--- src/rtl/dmem_arb_pkg.sv ---
// Shared types and Funct3 encodings for the data-memory arbiter.
package dmem_arb_pkg;

    typedef enum logic [1:0] {
        RESP_NONE = 2'd0,
        RESP_CORE = 2'd1,
        RESP_DMA  = 2'd2
    } resp_owner_e;

    localparam logic [2:0] F3_LB  = 3'b000;
    localparam logic [2:0] F3_LH  = 3'b001;
    localparam logic [2:0] F3_LW  = 3'b010;
    localparam logic [2:0] F3_LBU = 3'b100;
    localparam logic [2:0] F3_SB  = 3'b000;
    localparam logic [2:0] F3_SH  = 3'b001;
    localparam logic [2:0] F3_SW  = 3'b010;

endpackage

--- src/rtl/dmem_starve_ctr.sv ---
// DMA starvation guard: counts consecutive denied DMA cycles and forces a DMA
// grant once the count reaches STARVE_LIMIT. Built only with DMEM_ARB_STARVE_EN.
module dmem_starve_ctr #(
    parameter int STARVE_LIMIT = 4
) (
    input  logic clk,
    input  logic reset,
    input  logic dma_req_i,
    input  logic dma_gnt_i,
    output logic force_dma_o
);

    localparam logic [3:0] LIMIT_C = 4'(STARVE_LIMIT);

    logic [3:0] wait_cnt_q;
    logic [3:0] wait_cnt_d;

    always_comb begin
        wait_cnt_d = wait_cnt_q;
        if (!dma_req_i || dma_gnt_i) begin
            wait_cnt_d = 4'd0;
        end else if (wait_cnt_q != LIMIT_C) begin
            wait_cnt_d = wait_cnt_q + 4'd1;
        end
    end

    always_ff @(posedge clk or posedge reset) begin
        if (reset) begin
            wait_cnt_q <= 4'd0;
        end else begin
            wait_cnt_q <= wait_cnt_d;
        end
    end

    assign force_dma_o = (wait_cnt_q == LIMIT_C) && dma_req_i;

endmodule

--- src/rtl/dmem_arbiter.sv ---
// Fixed-priority arbiter for the data memory port (core over DMA) with a
// registered read-response path. Define DMEM_ARB_STARVE_EN for the DMA starvation guard.
module dmem_arbiter
    import dmem_arb_pkg::*;
#(
    parameter int DM_ADDRESS   = 9,
    parameter int DATA_W       = 32,
    parameter int STARVE_LIMIT = 4
) (
    input  logic                  clk,
    input  logic                  reset,

    input  logic                  core_req,
    input  logic                  core_we,
    input  logic [DM_ADDRESS-1:0] core_addr,
    input  logic [DATA_W-1:0]     core_wdata,
    input  logic [2:0]            core_funct3,
    output logic                  core_gnt,
    output logic                  core_rvalid,
    output logic [DATA_W-1:0]     core_rdata,

    input  logic                  dma_req,
    input  logic                  dma_we,
    input  logic [DM_ADDRESS-1:0] dma_addr,
    input  logic [DATA_W-1:0]     dma_wdata,
    input  logic [2:0]            dma_funct3,
    output logic                  dma_gnt,
    output logic                  dma_rvalid,
    output logic [DATA_W-1:0]     dma_rdata,

    output logic                  MemRead,
    output logic                  MemWrite,
    output logic [DM_ADDRESS-1:0] a,
    output logic [DATA_W-1:0]     wd,
    output logic [2:0]            Funct3,
    input  logic [DATA_W-1:0]     rd
);

    logic force_dma;

`ifdef DMEM_ARB_STARVE_EN
    dmem_starve_ctr #(
        .STARVE_LIMIT(STARVE_LIMIT)
    ) u_starve_ctr (
        .clk        (clk),
        .reset      (reset),
        .dma_req_i  (dma_req),
        .dma_gnt_i  (dma_gnt),
        .force_dma_o(force_dma)
    );
`else
    logic unused_starve_limit;
    assign unused_starve_limit = (STARVE_LIMIT == 0);
    assign force_dma           = 1'b0;
`endif

    assign core_gnt = core_req && !force_dma;
    assign dma_gnt  = dma_req && !core_gnt;

    assign MemRead  = (core_gnt && !core_we) || (dma_gnt && !dma_we);
    assign MemWrite = (core_gnt && core_we) || (dma_gnt && dma_we);

    // With no grant the core fields pass through; MemRead/MemWrite are low so they are inert.
    assign a      = dma_gnt ? dma_addr   : core_addr;
    assign wd     = dma_gnt ? dma_wdata  : core_wdata;
    assign Funct3 = dma_gnt ? dma_funct3 : core_funct3;

    resp_owner_e       state_q, state_d;
    logic [DATA_W-1:0] rdata_q, rdata_d;

    // NOTE: every output of a combinational block gets a default first, so no path leaves it unassigned and no latch is inferred.
    always_comb begin
        state_d = RESP_NONE;
        rdata_d = rdata_q;
        if (core_gnt && !core_we) begin
            state_d = RESP_CORE;
            rdata_d = rd;
        end else if (dma_gnt && !dma_we) begin
            state_d = RESP_DMA;
            rdata_d = rd;
        end
    end

    // NOTE: state registers use non-blocking assignments so every flop samples pre-edge values, independent of statement order.
    always_ff @(posedge clk or posedge reset) begin
        if (reset) begin
            state_q <= RESP_NONE;
            rdata_q <= '0;
        end else begin
            state_q <= state_d;
            rdata_q <= rdata_d;
        end
    end

    assign core_rvalid = (state_q == RESP_CORE);
    assign dma_rvalid  = (state_q == RESP_DMA);
    assign core_rdata  = rdata_q;
    assign dma_rdata   = rdata_q;

endmodule

--- config.mk ---
export PLATFORM = sky130hd
export DESIGN_NAME = dmem_arbiter
export DESIGN_NICKNAME = d
export VERILOG_FILES = /design/src/rtl/dmem_arb_pkg.sv /design/src/rtl/dmem_starve_ctr.sv /design/src/rtl/dmem_arbiter.sv
export SDC_FILE = /design/constraint.sdc
export NUM_CORES = 1
export LEC_CHECK = 0
export CAP_MARGIN = 20
export CORE_AREA = 2 2 93 95
export DETAILED_ROUTE_END_ITERATION = 8
export DIE_AREA = 0 0 95 97
export HOLD_SLACK_MARGIN = 0.12
export MAX_ROUTING_LAYER = met4
export PLACE_DENSITY = 0.82
export SLEW_MARGIN = 0
export SYNTH_ARGS = -nofsm -noshare
export SYNTH_HDL_FRONTEND = slang
export SYNTH_SLANG_ARGS = --single-unit
--- constraint.sdc ---
create_clock -name clk -period 3.2 [get_ports clk]
set_input_delay 0.64 -clock clk [delete_from_list [all_inputs] [get_ports clk]]
set_output_delay 0.64 -clock clk [all_outputs]
set_load 0.1 [all_outputs]
# Word level (Yosys, flattened, before mapping)
# Cells that the tools add are included.
totals:
  reg_bits: 34
classes:
  eq_ne: 2
  n_mux: 7
  n_reduce_logical: 11
ops:
  columns: ["operator", "count"]
  rows:
  - ["32-bit two-way mux", 3]
  - ["9-bit two-way mux", 1]
  - ["1-bit logical AND", 5]
  - ["2-bit two-way mux", 2]
  - ["1-bit zero test", 3]
  - ["3-bit two-way mux", 1]
  - ["2-bit by 1-bit == test with 1-bit output, second input constant", 1]
  - ["2-bit == test, second input constant", 1]
  - ["1-bit logical OR", 2]
  - ["2-bit nonzero test", 1]

# Depth between registers and ports, before layout
# Gate-level depths: netlist (run 1).
logic_depth:
  ltp_word: 5
  depth_mapped: 6
  depth_no_buf: 4

# Least setup slack after synthesis (run 1)
# OpenSTA, ideal clock, no wires.
synth_path:
  path_type: "input to output"
  start: "input port core_req"
  end: "output port Funct3[0]"
  t_arrival_ns: 2.288
  required_time_ns: 2.560
  path_slack_ns: 0.272
  path_stages: 6
  path_cell_list: "nand2b_1 > buf_2 > inv_2 > buf_2 > nand2_1 > nand2_1"
synth_between:
  elab_chain_cells: 3
synth_lines:
  columns: ["item", "line_no", "source"]
  rows:
  - ["start, declared", "dmem_arbiter.sv:13", "input logic core_req,"]
  - ["1-bit zero test", "dmem_arbiter.sv:58", "assign dma_gnt = dma_req && !core_gnt;"]
  - ["1-bit logical AND", "dmem_arbiter.sv:58", null]
  - ["via dma_gnt", "dmem_arbiter.sv:27", "output logic dma_gnt,"]
  - ["3-bit two-way mux", "dmem_arbiter.sv:66", "assign Funct3 = dma_gnt ? dma_funct3 : core_funct3;"]
  - ["end, declared", "dmem_arbiter.sv:35", "output logic [2:0] Funct3,"]
# The timed path passes the listed nets, and every way through them passes these cells.

# Final worst setup path (run 1)
layout_path:
  start: "input port core_req"
  end: "output port wd[23]"
layout_between:
  elab_chain_cells: 3
layout_lines:
  columns: ["item", "line_no", "source"]
  rows:
  - ["1-bit zero test", "dmem_arbiter.sv:58", null]
  - ["1-bit logical AND", "dmem_arbiter.sv:58", null]
  - ["32-bit two-way mux", "dmem_arbiter.sv:65", "assign wd = dma_gnt ? dma_wdata : core_wdata;"]
  - ["end, declared", "dmem_arbiter.sv:34", "output logic [DATA_W-1:0] wd,"]
# Every way passes these cells.

==> metrics.md, run 1 <==
| Metric | Value |
|---|---|
| Hold EP | `core_rdata[15]` |
| Slew @ Worst Pin | `approximately 550 ps` |
| Min Clock Period, post-route | `2830 ps` |
| Slew HR | `a little under two thirds` |
| CP startpoint kind | `input pin` |
| Synthesized instance count | `between 200 and 300` |
| Yosys Warn Count | `0` |
| Largest net degree at the start of global routing | `45` |
| Deepest clock path buffer count | `2` |
| Area grow syn2layout | `119%` |
| Vias in the first global route | `2,565` |
| DR iter-0 viols | `between 40 and 50` |
| Drc violations | `0` |
| DR pass1 iterations | `4` |
| Hold Vio Cnt, Final | `0` |
| Syn Nets | `about 380` |
| Status | `finished clean` |
| Pwr dens | `between 600 and 700 nW/µm²` |
| Register area share after synthesis | `38.2%` |
| Hold path start | `core_rdata[15]` |
| Critical Path RT | `between 2000 and 3000 ps` |
| Share of cells above drive strength 1 | `between 30 and 40%` |
| Final-report setup violation count | `0` |
| Max FO, Critical Path | `33` |
| Final setup TNS | `0 ps` |
| Die area | `between 9000 and 10,000 µm²` |
| Final setup skew | `0 ps` |
| Clk sinks | `34` |
| CTS tree | `built` |
| Global-route wire length before repair | `about 13,000 µm` |
| Fin. max-slew vios | `0` |
| Critical path type | `input pin to primary output` |
| Overflow after GRT | `0` |
| Max-Cap Viols | `0` |
| Final period util | `88.3%` |
| Post-route ant nets | `0` |
| Post-layout power | `roughly 3 mW` |
| CTS Hold Bufs | `0` |
| Starting Density | `27.3%` |
| RR Endpoint | `core_rdata[31]` |
| Chip Width | `approximately 95 µm` |
| Combinational power share | `70.8%` |
| Sw frac | `roughly 58%` |
| Switching power total | `1.74 mW` |
| Later-pin clock latency in the skew report | `280 ps` |
| R2R setup slack | `between 2000 and 2500 ps` |
| Worst r2r src | `core_rdata[31]` |
| Commonest cells after routing, fill and taps aside | `nand2_1, clkdlybuf4s50_1, buf_4` |
| Most common cell after layout, fill and taps aside | `nand2_1` |
| Maximum vdd drop | `between 0.2 and 0.25 mV` |
| Vias/cell | `approximately 4.3` |
| Total wire length | `between 8000 and 9000 µm` |
| Crit-path max cell delay | `about 420 ps` |
| Final nets | `586` |
| Arrival time worst endpoint | `between 2000 and 2500 ps` |
| Clock share of power | `a little over a tenth` |
| Hold crit path type | `flip-flop to flip-flop` |
| Max Fclk | `354 MHz` |
| Cts repair resizes | `0` |
| Internal power | `approximately 1.3 mW` |
| CTS buffer count | `5` |
| H-tree Lvls | `2` |
| Syn Area/Cell | `between 8 and 9 µm²` |
| Fillcell total | `652` |
| Synth Register Bits | `34` |
| Root Buffer | `clkbuf_8` |
| Chip height | `just under 100 µm` |
| Top delay family on crit path | `buffers and inverters` |
| Initial antenna violation count | `1` |
| Worst-path clk slew | `70 ps` |
| Crit path capture type | `primary output` |
| Post-synthesis cell area | `approximately 2200 µm²` |
| Crit path launch | `core_req` |
| R2r worst-path depth | `1` |
| CP Buf/Inv Count | `4` |
| Unrepaired setup endpoints after global routing | `false` |
| CP Cell Sequence | `clkdlybuf4s50_1 -> nand2b_1 -> inv_2 -> buf_12 -> nand2_1 -> nand2_1 -> buf_12` |
| Leak | `approximately 2.4 nW` |
| Critical path's slowest cell | `clkdlybuf4s50_1` |
| Post-DP HPWL | `between 7000 and 8000 µm` |
| Post-CTS Setup Bufs | `0` |
| PortBufs | `between 200 and 250` |
| Flop pwr share | `~18%` |
| GPL Wtd Cong | `around 0.8` |
| WL per Instance | `around 15 µm` |
| Core Rows | `33` |
| IO Count | `240` |
| Core area | `between 8000 and 9000 µm²` |
| WHS Path Cells | `1` |
| All-layer global routing usage | `about 19%` |
| Vias | `2,429` |
| Distinct cells, synth | `15` |
==> layout make-up <==
| type | count | area (µm²) | share of cell area, % |
|---|---|---|---|
| tap | 105 | 131 | 2.69 |
| multi-input combinational | 171 | 1040 | 21.2 |
| inverter | 3 | 11.3 | 0.231 |
| clock inverter | 2 | 12.5 | 0.256 |
| sequential | 34 | 851 | 17.4 |
| antenna | 2 | 5.00 | 0.103 |
| clock buffer | 6 | 82.6 | 1.69 |
| timing repair buffer | 245 | 2750 | 56.4 |
==> per-layer routing <==
layer | wire (µm) | vias to the layer above | track usage, %
li1 | - | 1164 | -
met1 | 2940 | 1101 | 19.1
met2 | 4760 | 156 | 36.8
met3 | 922 | 8 | 5.69
met4 | 120 | 0 | 4.68
met5 | 0 | - | -
==> Yosys cell counts, drive strengths merged <==
library cell | count | share of area (%)
nor2b | 3 | 1.2
nor2 | 1 | 0.51
nand2b | 1 | 0.28
buf | 45 | 15
mux2 | 32 | 21
nor3b | 1 | 0.84
dfrtp | 34 | 38
a22o | 1 | 0.39
nand2 | 132 | 22
inv | 3 | 0.51
==> how the worst max path moves through the flow <==
stage | to | cells past startpoint
after global routing | wd[16] | 7
final | wd[23] | 7
after global placement | wd[16] | 7
after floorplan | Funct3[0] | 6
after CTS | wd[16] | 7
after detailed placement | wd[16] | 7
==> per-stage QoR <==
stage,std cells,cell area [µm²],hold slack (ps),utilization (%),worst slack [ps]
global placement,558,4780,515,58.8,384
CTS,566,4880,550,60.0,366
detailed placement,558,4780,527,58.8,371
floorplan,253,2220,710,-,272
finish,568,4880,546,60.0,374
global route,567,4880,567,60.0,293
==> kinds of logic after synthesis <==
logic type | count (synthesis) | synth area share (%)
and+or+nand+nor | 138 | 25.1
buffers and inverters | 48 | 15.2
AOI/OAI and AO/OA | 1 | 0.394
muxes | 32 | 21.1
DFF | 34 | 38.2
==> registers in the layout, indices dropped and copies added, names as in the netlist <==
name / cells
core_rdata: 32
state_q: 2
==> power groups by stage <==
| stage | registers, mW | clock network [mW] | logic, mW |
|---|---|---|---|
| floorplan | 1.01 | 0 | 1.12 |
| global placement | 0.552 | 0 | 2.12 |
| detailed placement | 0.558 | 0 | 2.13 |
| CTS | 0.551 | 0.340 | 2.13 |
| global route | 0.559 | 0.363 | 2.17 |
| finish | 0.550 | 0.324 | 2.12 |
(Power assumes the default switching activity.)
==> run 2, diff against run 1 <==
Settings changed: DONT_BUFFER_PORTS from default to 1, PLACE_DENSITY 0.82 to 0.45, REMOVE_ABC_BUFFERS from default to 1.
==> run 2 against run 1 <==
Compared with the run above:
- flip-flop and latch count is the same
- register-to-register slack lost 570 ps
- cell count shrank 34%
- clock power grew 43%
- critical path depth shrank 2
- combinational power shrank 63%
- sequential share of layout area grew 11 points
- worst setup slack gained 360 ps
- count of clock-buffer cells in the layout shrank 1
- worst hold slack lost 200 ps
- critical path type unchanged
- highest routed layer unchanged
==> metrics.md, run 2 (synthesis gave the netlist of run 1 again) <==
| Metric | Value |
|---|---|
| Max FO, Critical Path | `46 (+39%)` |
| Slew @ Worst Pin | `987 ps (+441 ps)` |
| Final nets | `393 (-33%)` |
| Crit path capture type | `primary output` |
| Vias | `1,658 (-32%)` |
| Min Clock Period, post-route | `2460 ps (-364 ps)` |
| Share of cells above drive strength 1 | `48.5% (+13 points)` |
| Antenna cells | `0 (-2)` |
| Largest net degree at the start of global routing | `47 (+4.4%)` |
| Crit path launch | `core_req` |
| IO Count | `240 (unchanged)` |
| Cts repair resizes | `0 (unchanged)` |
| Worst-path clk slew | `70 ps (about the same)` |
| Max Fclk | `406 MHz (+15%)` |
| Clk sinks | `34 (unchanged)` |
| Final worst-path setup slack | `738 ps (+364 ps)` |
| Overflow after GRT | `0 (unchanged)` |
| Status | `finished clean` |
| Chip height | `97 µm (unchanged)` |
| CTS buffer count | `5 (unchanged)` |
| Core Rows | `33 (unchanged)` |
| Root Buffer | `clkbuf_8` |
| PortBufs | `0 (-100%)` |
| CP startpoint kind | `input pin` |
| Post-DP HPWL | `5240 µm (-31%)` |
| Core area | `8130 µm² (unchanged)` |
| CTS Hold Bufs | `0 (unchanged)` |
| Post-route ant nets | `0 (unchanged)` |
| Max-Cap Viols | `0 (unchanged)` |
| Unrepaired setup endpoints after global routing | `false` |
| Hold_ws | `343 ps (-203 ps)` |
| Later-pin clock latency in the skew report | `270 ps (about the same)` |
| Pwr dens | `869 nW/µm² (+42%)` |
| Dpl ws | `733 ps (+362 ps)` |
| Worst r2r src | `core_rdata[4]` |
| CTS tree | `built` |
| Die area | `9220 µm² (unchanged)` |
| Arrival time worst endpoint | `1820 ps (-370 ps)` |
| WL per Instance | `17.1 µm (+11%)` |
| Vias in the first global route | `1,742 (-32%)` |
| Hold Vio Cnt, Final | `0 (unchanged)` |
| Deepest clock path buffer count | `2 (unchanged)` |
| Slew HR | `34.2% (-29 points)` |
| Final-report setup violation count | `0 (unchanged)` |
| Fin. max-slew vios | `0 (unchanged)` |
| Commonest cells after routing, fill and taps aside | `nand2_1, buf_12, dfrtp_2` |
| DR iter-0 viols | `44 (-4.3%)` |
| Initial antenna violation count | `0 (-1)` |
| Total wire length | `6380 µm (-27%)` |
| Hold crit path type | `input pin to async pin` |
| Final instance count without filler cells | `373 (-34%)` |
| Starting Density | `27.3% (unchanged)` |
| Max reg flops | `32 (unchanged)` |
| R2R setup slack | `1830 ps (-570 ps)` |
| Final period util | `76.9% (-11 points)` |
| Chip Width | `95 µm (unchanged)` |
| Critical path type | `input pin to primary output` |
| Placed Cells | `365 (-35%)` |
| GPL Wtd Cong | `0.826 (+5.4%)` |
| H-tree Lvls | `2 (unchanged)` |
| Final instance area | `3170 µm² (-35%)` |
| Leak | `1.58 nW (-35%)` |
| Most common cell after layout, fill and taps aside | `nand2_1` |
| Post-DP Area | `3030 µm² (-37%)` |
| Vias/cell | `4.45 (+3.9%)` |
| Critical Path RT | `2560 ps (about the same)` |
| Global-route wire length before repair | `8870 µm (-33%)` |
| Maximum vdd drop | `0.285 mV (+16%)` |
| DR pass1 iterations | `4 (unchanged)` |
| Drc violations | `0 (unchanged)` |
| Area grow syn2layout | `42.3%` |
| All-layer global routing usage | `12.9% (-6.6 points)` |
| Post-CTS Setup Bufs | `0 (unchanged)` |
| Final setup skew | `0 ps (unchanged)` |
==> run 2: changes by cell type in the layout (fill, tap and decap cells not counted), sizes merged <==
| cell | delta |
|---|---|
| buf | -68 |
| bufinv | +2 |
| clkdlybuf4s50 | -125 |
| clkbuf | -1 |
| clkinvlp | -1 |
| diode | -2 |
==> run 2: area by class of cell <==
cell class              count  area (µm²)
fillers                   786        4970
multi-input cells         171        1040
inverters                   3        11.3
clock inverters             3        68.8
flip-flops and latches     34         891
well taps                 105         131
clock buffers               5        68.8
repair buffers             52         953
==> run 2: report_power, final <==
part | total (mW) | switching [mW] | internal (mW) | leakage [nW]
Combinational | 0.793 | 0.497 | 0.296 | 1.14
Sequential | 1.50 | 1.01 | 0.485 | 0.369
Clock | 0.462 | 0.150 | 0.312 | 0.0683
==> run 2: stage by stage <==
stage | total power, mW | utilization [%] | TNS [ps]
CTS | 2.78 | 38.9 | 0
floorplan | 2.02 | - | -21830
finish | 2.75 | 38.9 | 0
global placement | 2.30 | 37.2 | 0
global route | 2.83 | 38.9 | 0
detailed placement | 2.31 | 37.2 | 0
==> run 2: worst paths after layout <==
path | to | cells past startpoint
min in group clk | state_q[0] | 1
worst min register to register | core_rdata[9] | 1
worst max-delay path | a[6] | 5
max in group asynchronous | core_rdata[14] | 2
worst max register to register | core_rdata[4] | 1
worst min-delay path | core_rdata[26] | 2
==> run 2: per-layer routing <==
metal  up-vias  global-route usage (%)  part of all wire (%)
met2       145                    24.9                    55
met1       729                    12.0                    34
met5         -                       -                     0
li1        778                       -                     -
met4         0                    5.02                   1.2
met3         6                    2.65                   9.6
==> run 2: worst max-delay path, cell delays in order <==
cell and delay [ps]:
nand2b_1 150, inv_2 550, nand2_1 150, nand2_1 130
buf_12 180
